$ cat config.mk
export PLATFORM = sky130hd
export DESIGN_NAME = data_mem_responder
export DESIGN_NICKNAME = d
export VERILOG_FILES = /design/src/rtl/data_mem_responder.sv
export SDC_FILE = /design/constraint.sdc
export NUM_CORES = 2
export LEC_CHECK = 0
export BUFFER_PORTS_ARGS = -buffer_cell sky130_fd_sc_hd__buf_2
export CORE_MARGIN = 1.5
export CORE_UTILIZATION = 34
export DETAILED_ROUTE_END_ITERATION = 16
export SLEW_MARGIN = 40
export SYNTH_ARGS = -nofsm -noshare
export SYNTH_HDL_FRONTEND = slang
export SYNTH_SLANG_ARGS = --single-unit
$ cat constraint.sdc
create_clock -name clk_i -period 3.85 [get_ports clk_i]
set_input_delay 0.1925 -clock clk_i [delete_from_list [all_inputs] [get_ports clk_i]]
set_output_delay 0.1925 -clock clk_i [all_outputs]
set_load 0.1 [all_outputs]
$ cat src/rtl/data_mem_responder.sv
// data_mem_responder: fixed-latency word memory for the CPU memory stage.
// One request is in flight at a time; errors complete with the same latency.
module data_mem_responder #(
  parameter int DEPTH   = 128,
  parameter int LATENCY = 3
) (
  input  logic        clk_i,
  input  logic        rst_i,
  input  logic        req_i,
  input  logic        MemRead_i,
  input  logic        MemWrite_i,
  input  logic [31:0] addr_i,
  input  logic [31:0] data_i,
  output logic        ready_o,
  output logic        ack_o,
  output logic        err_o,
  output logic [31:0] data_o,
  output logic        stall_o
);
  localparam int AW = DEPTH > 1 ? $clog2(DEPTH) : 1;
  localparam logic [29:0] DEPTH_W = 30'(DEPTH);
  localparam logic [3:0] CNT_INIT = 4'(LATENCY - 1);
  typedef enum logic [1:0] {IDLE, BUSY, RESP} state_t;
  state_t state_q;
  logic [3:0] cnt_q;
  logic rd_q, wr_q, ack_q, err_q;
  logic [31:0] addr_q, wdata_q, data_q;
  logic [31:0] mem [DEPTH];
  logic accept, enter_resp, op_rd, op_wr, op_err;
  logic [31:0] op_addr, op_data;
  logic [AW-1:0] op_idx;
  assign accept = state_q == IDLE && req_i;
  assign enter_resp = (accept && LATENCY == 1) || (state_q == BUSY && cnt_q == 4'd1);
  // With LATENCY=1 the request completes on its accepting edge, so use live inputs
  assign op_rd = state_q == IDLE ? MemRead_i : rd_q;
  assign op_wr = state_q == IDLE ? MemWrite_i : wr_q;
  assign op_addr = state_q == IDLE ? addr_i : addr_q;
  assign op_data = state_q == IDLE ? data_i : wdata_q;
  assign op_idx = op_addr[AW+1:2];
  assign op_err = op_rd == op_wr || op_addr[1:0] != 2'b00 || op_addr[31:2] >= DEPTH_W;
  assign ready_o = state_q == IDLE;
  assign stall_o = state_q == BUSY || accept;
  assign ack_o = ack_q;
  assign err_o = err_q;
  assign data_o = data_q;
  always_ff @(posedge clk_i) begin
    if (!rst_i) begin
      state_q <= IDLE;
      cnt_q <= 4'd0;
      ack_q <= 1'b0;
      err_q <= 1'b0;
      data_q <= 32'd0;
    end else begin
      ack_q <= enter_resp;
      err_q <= enter_resp && op_err;
      if (enter_resp && op_rd && !op_err) data_q <= mem[op_idx];
      case (state_q)
        IDLE: if (req_i) begin
          rd_q <= MemRead_i;
          wr_q <= MemWrite_i;
          addr_q <= addr_i;
          wdata_q <= data_i;
          cnt_q <= CNT_INIT;
          state_q <= LATENCY == 1 ? RESP : BUSY;
        end
        BUSY: begin
          cnt_q <= cnt_q - 4'd1;
          if (cnt_q == 4'd1) state_q <= RESP;
        end
        default: state_q <= IDLE;
      endcase
    end
  end
  // Stores commit only on completion; reset blocks the commit of an aborted store
  always_ff @(posedge clk_i)
    if (rst_i && enter_resp && op_wr && !op_err) mem[op_idx] <= op_data;
endmodule

==> flow_summary.yaml <==
run_status:
  status: "finished with violations"
  violations: "setup timing"
grt:
  antenna_found_initial: 49
  grt_max_degree: 129
  grt_util_all_layers_pct: 22.4
  grt_pass1_vias: 95100
  grt_pass1_wl_um: 753000
  grt_overflow: 0
layout:
  multi_input_area_sq_um: 32100
  final_cell_mix: "4162 x edfxtp_1, 1335 x nand2_1, 718 x a21oi_1"
  fin_nets: 11000
  seq_area_sq_um: 126000
  postLayoutCellArea_sq_um: 194000
  drive_gt1_share_pct: 17.8
  area_growth_pct: 21.6
  layout_commonest_cell: "edfxtp_1"
  num-fill-cells: 41500
  finish.utilization_pct: 41.5
sta:
  fin_crit_ns: 3.91
  worst_slack_ns: -0.0562
  grt_setup_unrepaired: "false"
  finalSetupViolations: 2
  hold_viol_final: 0
  worst_hold_slack_ns: 0.122
  slew_violations: 0
  fin_setup_tns_ns: -0.0860
  period_share_pct: 101
  max_slew.worst_pin.slew_ns: 1.06
  slew_headroom_pct: 28.9
  max_freq_mhz: 256
  clock_skew_ns: 0.0946
critical_path:
  critical_path_depth: 14
  critPathTopFamily: "simple AND/OR/NAND/NOR gates"
  cp_common_cell: "buf_4"
  start_kind: "register"
  cp_data_arrival_time_ns: 4.80
  path_cells: "buf_4, nor3b_4, nor2_8, buf_12, buf_12, buf_4, nand2_1, a21oi_1, nor4_1, buf_4, a211oi_1, nor4_1, buf_4, a31oi_1"
  critPathMaxFanout: 18
  slowest_stage: "nor4_1"
  crit_type: "reg2reg"
  critPathRequiredTime_ns: 4.74
  crit_path_end_kind: "register"
  reg2reg_depth: 14
  critical_path.max_stage_delay_ns: 0.91
  crit_buf_inv: 6
power_and_ir_drop:
  ir_drop_uv: 403
  power_density_nw_per_um2: 524
  cellLeakagePower_nw: 63.6
floorplan:
  die_h_um: 687
  die_area_sq_um: 472000
  die_width_um: 687
  placementRows: 251
  ios: 105
  coreArea_sq_um: 467000
  start_util_pct: 34.1
drt:
  ant_nets: 0
  first_iter_violations: 15000
  wl_um: 546000
  drcViolationCount: 0
  routed_via_density: 5.75
  firstDrtPassIters: 8
  wire_per_inst_um: 31.2
  vias: 101000
clock_network:
  insertion_delay_ns: 1.02
  clkSinkCount: 4202
  cts_buffer_depth: 4
  cts.reportedPaths.clkPinSlew_ns: 0.06
  htreeDepth: 5
  cts_tree: "done"
  numCtsBuffers: 416
  clockRootBuffer: "clkbuf_16"
job:
  maxCapViolCount: 0
synth:
  synthArstFlopShare_pct: 0
  ys_types: 82
  ys_seq_area_share_pct: 79.0
  syn_inst: 9892
  postSynthAreaPerCell_sq_um: 16.1
  synthFlopType: "edfxtp_1"
  ys_ff_latch: 4202
  synth_edf_count: 4162
  yosys_warnings: 0
  synth_nets: 9963
  syn-cell-area_sq_um: 159000
min_path:
  hp-class: "in2reg"
  hold_depth: 2
placement:
  dpl_cell_area_sq_um: 178000
  gp_congestion: 0.944
  dpl_worst_slack_ns: -0.421
  portBuffers: 104
  dp_hpwl_um: 345000
-- state kept, by name, indices dropped and copies added (netlist names) --
signal,flops
addr_q,32
state_q,2
ack_o,1
data_o,32
cnt_q,4
rd_q,1
mem,4096
err_o,1
wr_q,1
wdata_q,32
-- stage by stage --
step | total power (W) | instances
global placement | 0.0615 | 16600
CTS | 0.101 | 17500
floorplan | 0.0566 | 9892
detailed placement | 0.0616 | 16600
finish | 0.101 | 17500
global route | 0.104 | 17500
-- final timing paths --
check,slack [ns],end,startpoint
setup / recovery,-0.06,data_o[12],state_q[1]
hold / removal,0.12,addr_q[5],addr_i[5]
setup reg to reg,-0.06,data_o[12],state_q[1]
hold reg to reg,0.55,data_o[19],data_o[19]
-- where the power goes --
group	internal, W	total [W]	switching [W]
logic	0.00296	0.0101	0.00711
clock network	0.0226	0.0403	0.0177
registers	0.0511	0.0511	0.0000170
-- layer usage --
layer  track usage [%]  vias to the layer above  routed length [um]
li1                  -                    41500                   -
met1              29.6                    51700              207000
met2              34.3                     6252              244000
met3              6.26                     1082               67000
met4              10.3                       14               28500
met5                 0                        -                  84
-- kinds of logic after synthesis --
group / count (synthesis) / synth area share, %
AO/OA/AOI/OAI: 2255 / 9.47
XOR/XNOR: 2 / 0.0110
adder cells (fa/ha/maj): 2 / 0.0157
buffers and inverters: 666 / 1.97
flip-flops: 4202 / 79.0
multiplexers: 545 / 3.45
AND/OR/NAND/NOR: 2220 / 6.05
-- synthesized netlist by cell type, types with 5 or more instances --
| cell type | number | area, sq um |
|---|---|---|
| edfxtp_1 | 4162 | 125000 |
| nand2_1 | 1378 | 5170 |
| a21oi_1 | 720 | 3600 |
| mux2i_1 | 527 | 5280 |
| a22oi_1 | 511 | 3840 |
| buf_2 | 353 | 1770 |
| o22ai_1 | 271 | 1700 |
| nor4_1 | 257 | 1610 |
| nor2_1 | 208 | 781 |
| clkbuf_1 | 186 | 698 |
| nor3_1 | 169 | 846 |
| a221oi_1 | 161 | 1410 |
| o21ai_0 | 157 | 786 |
| nand3_1 | 98 | 490 |
| a22o_1 | 92 | 806 |
| a222oi_1 | 84 | 841 |
| a31oi_1 | 72 | 450 |
| buf_1 | 71 | 267 |
| nand4_1 | 42 | 263 |
| dfxtp_1 | 40 | 801 |
| buf_4 | 36 | 270 |
| o211ai_1 | 22 | 165 |
| a2111oi_0 | 20 | 175 |
| a211oi_1 | 18 | 135 |
| a221o_1 | 15 | 150 |
| and3_1 | 14 | 87.6 |
| o221ai_1 | 14 | 123 |
| inv_1 | 12 | 45.0 |
| or3_1 | 12 | 75.1 |
| mux2_2 | 10 | 113 |
| o2111ai_1 | 10 | 87.6 |
| o22a_1 | 9 | 78.8 |
| o31a_1 | 8 | 70.1 |
| buf_6 | 7 | 78.8 |
| nand2b_1 | 7 | 43.8 |
| and2_1 | 6 | 37.5 |
| o22ai_2 | 6 | 75.1 |
| or2_2 | 6 | 37.5 |
| a311oi_1 | 5 | 43.8 |
| a41oi_1 | 5 | 43.8 |
| nor2b_1 | 5 | 31.3 |
| o21a_1 | 5 | 37.5 |
| o31ai_1 | 5 | 37.5 |
| o41ai_1 | 5 | 43.8 |
-- layout make-up --
| class | instances | share of cell area [%] |
|---|---|---|
| antenna | 17 | 0.0220 |
| inverter | 13 | 0.0252 |
| multi-input combinational | 5024 | 16.6 |
| tap | 6198 | 4.01 |
| sequential | 4202 | 65.0 |
| clock inverter | 239 | 1.27 |
| clock buffer | 522 | 5.66 |
| timing repair buffer | 1279 | 7.42 |
-- what timing repair did --
action,CTS,global route
pin swaps,4,4
gates cloned,1,2
buffers inserted,0,10
hold endpoints to repair,304,0
hold buffers,125,0
gates resized for setup,18,11
endpoints found under the setup margin,11,11
-- worst register-to-register path, cell delays in order, from the launching register on --
cell      delay (ns)
dfxtp_1         0.31
buf_4           0.21
nor3b_4         0.41
nor2_8          0.08
buf_12          0.17
buf_12          0.23
buf_4           0.23
nand2_1         0.12
a21oi_1         0.06
nor4_1          0.91
buf_4           0.28
a211oi_1        0.19
nor4_1          0.38
buf_4           0.16
a31oi_1         0.07
Note: power is estimated with default switching activity, not from simulation.
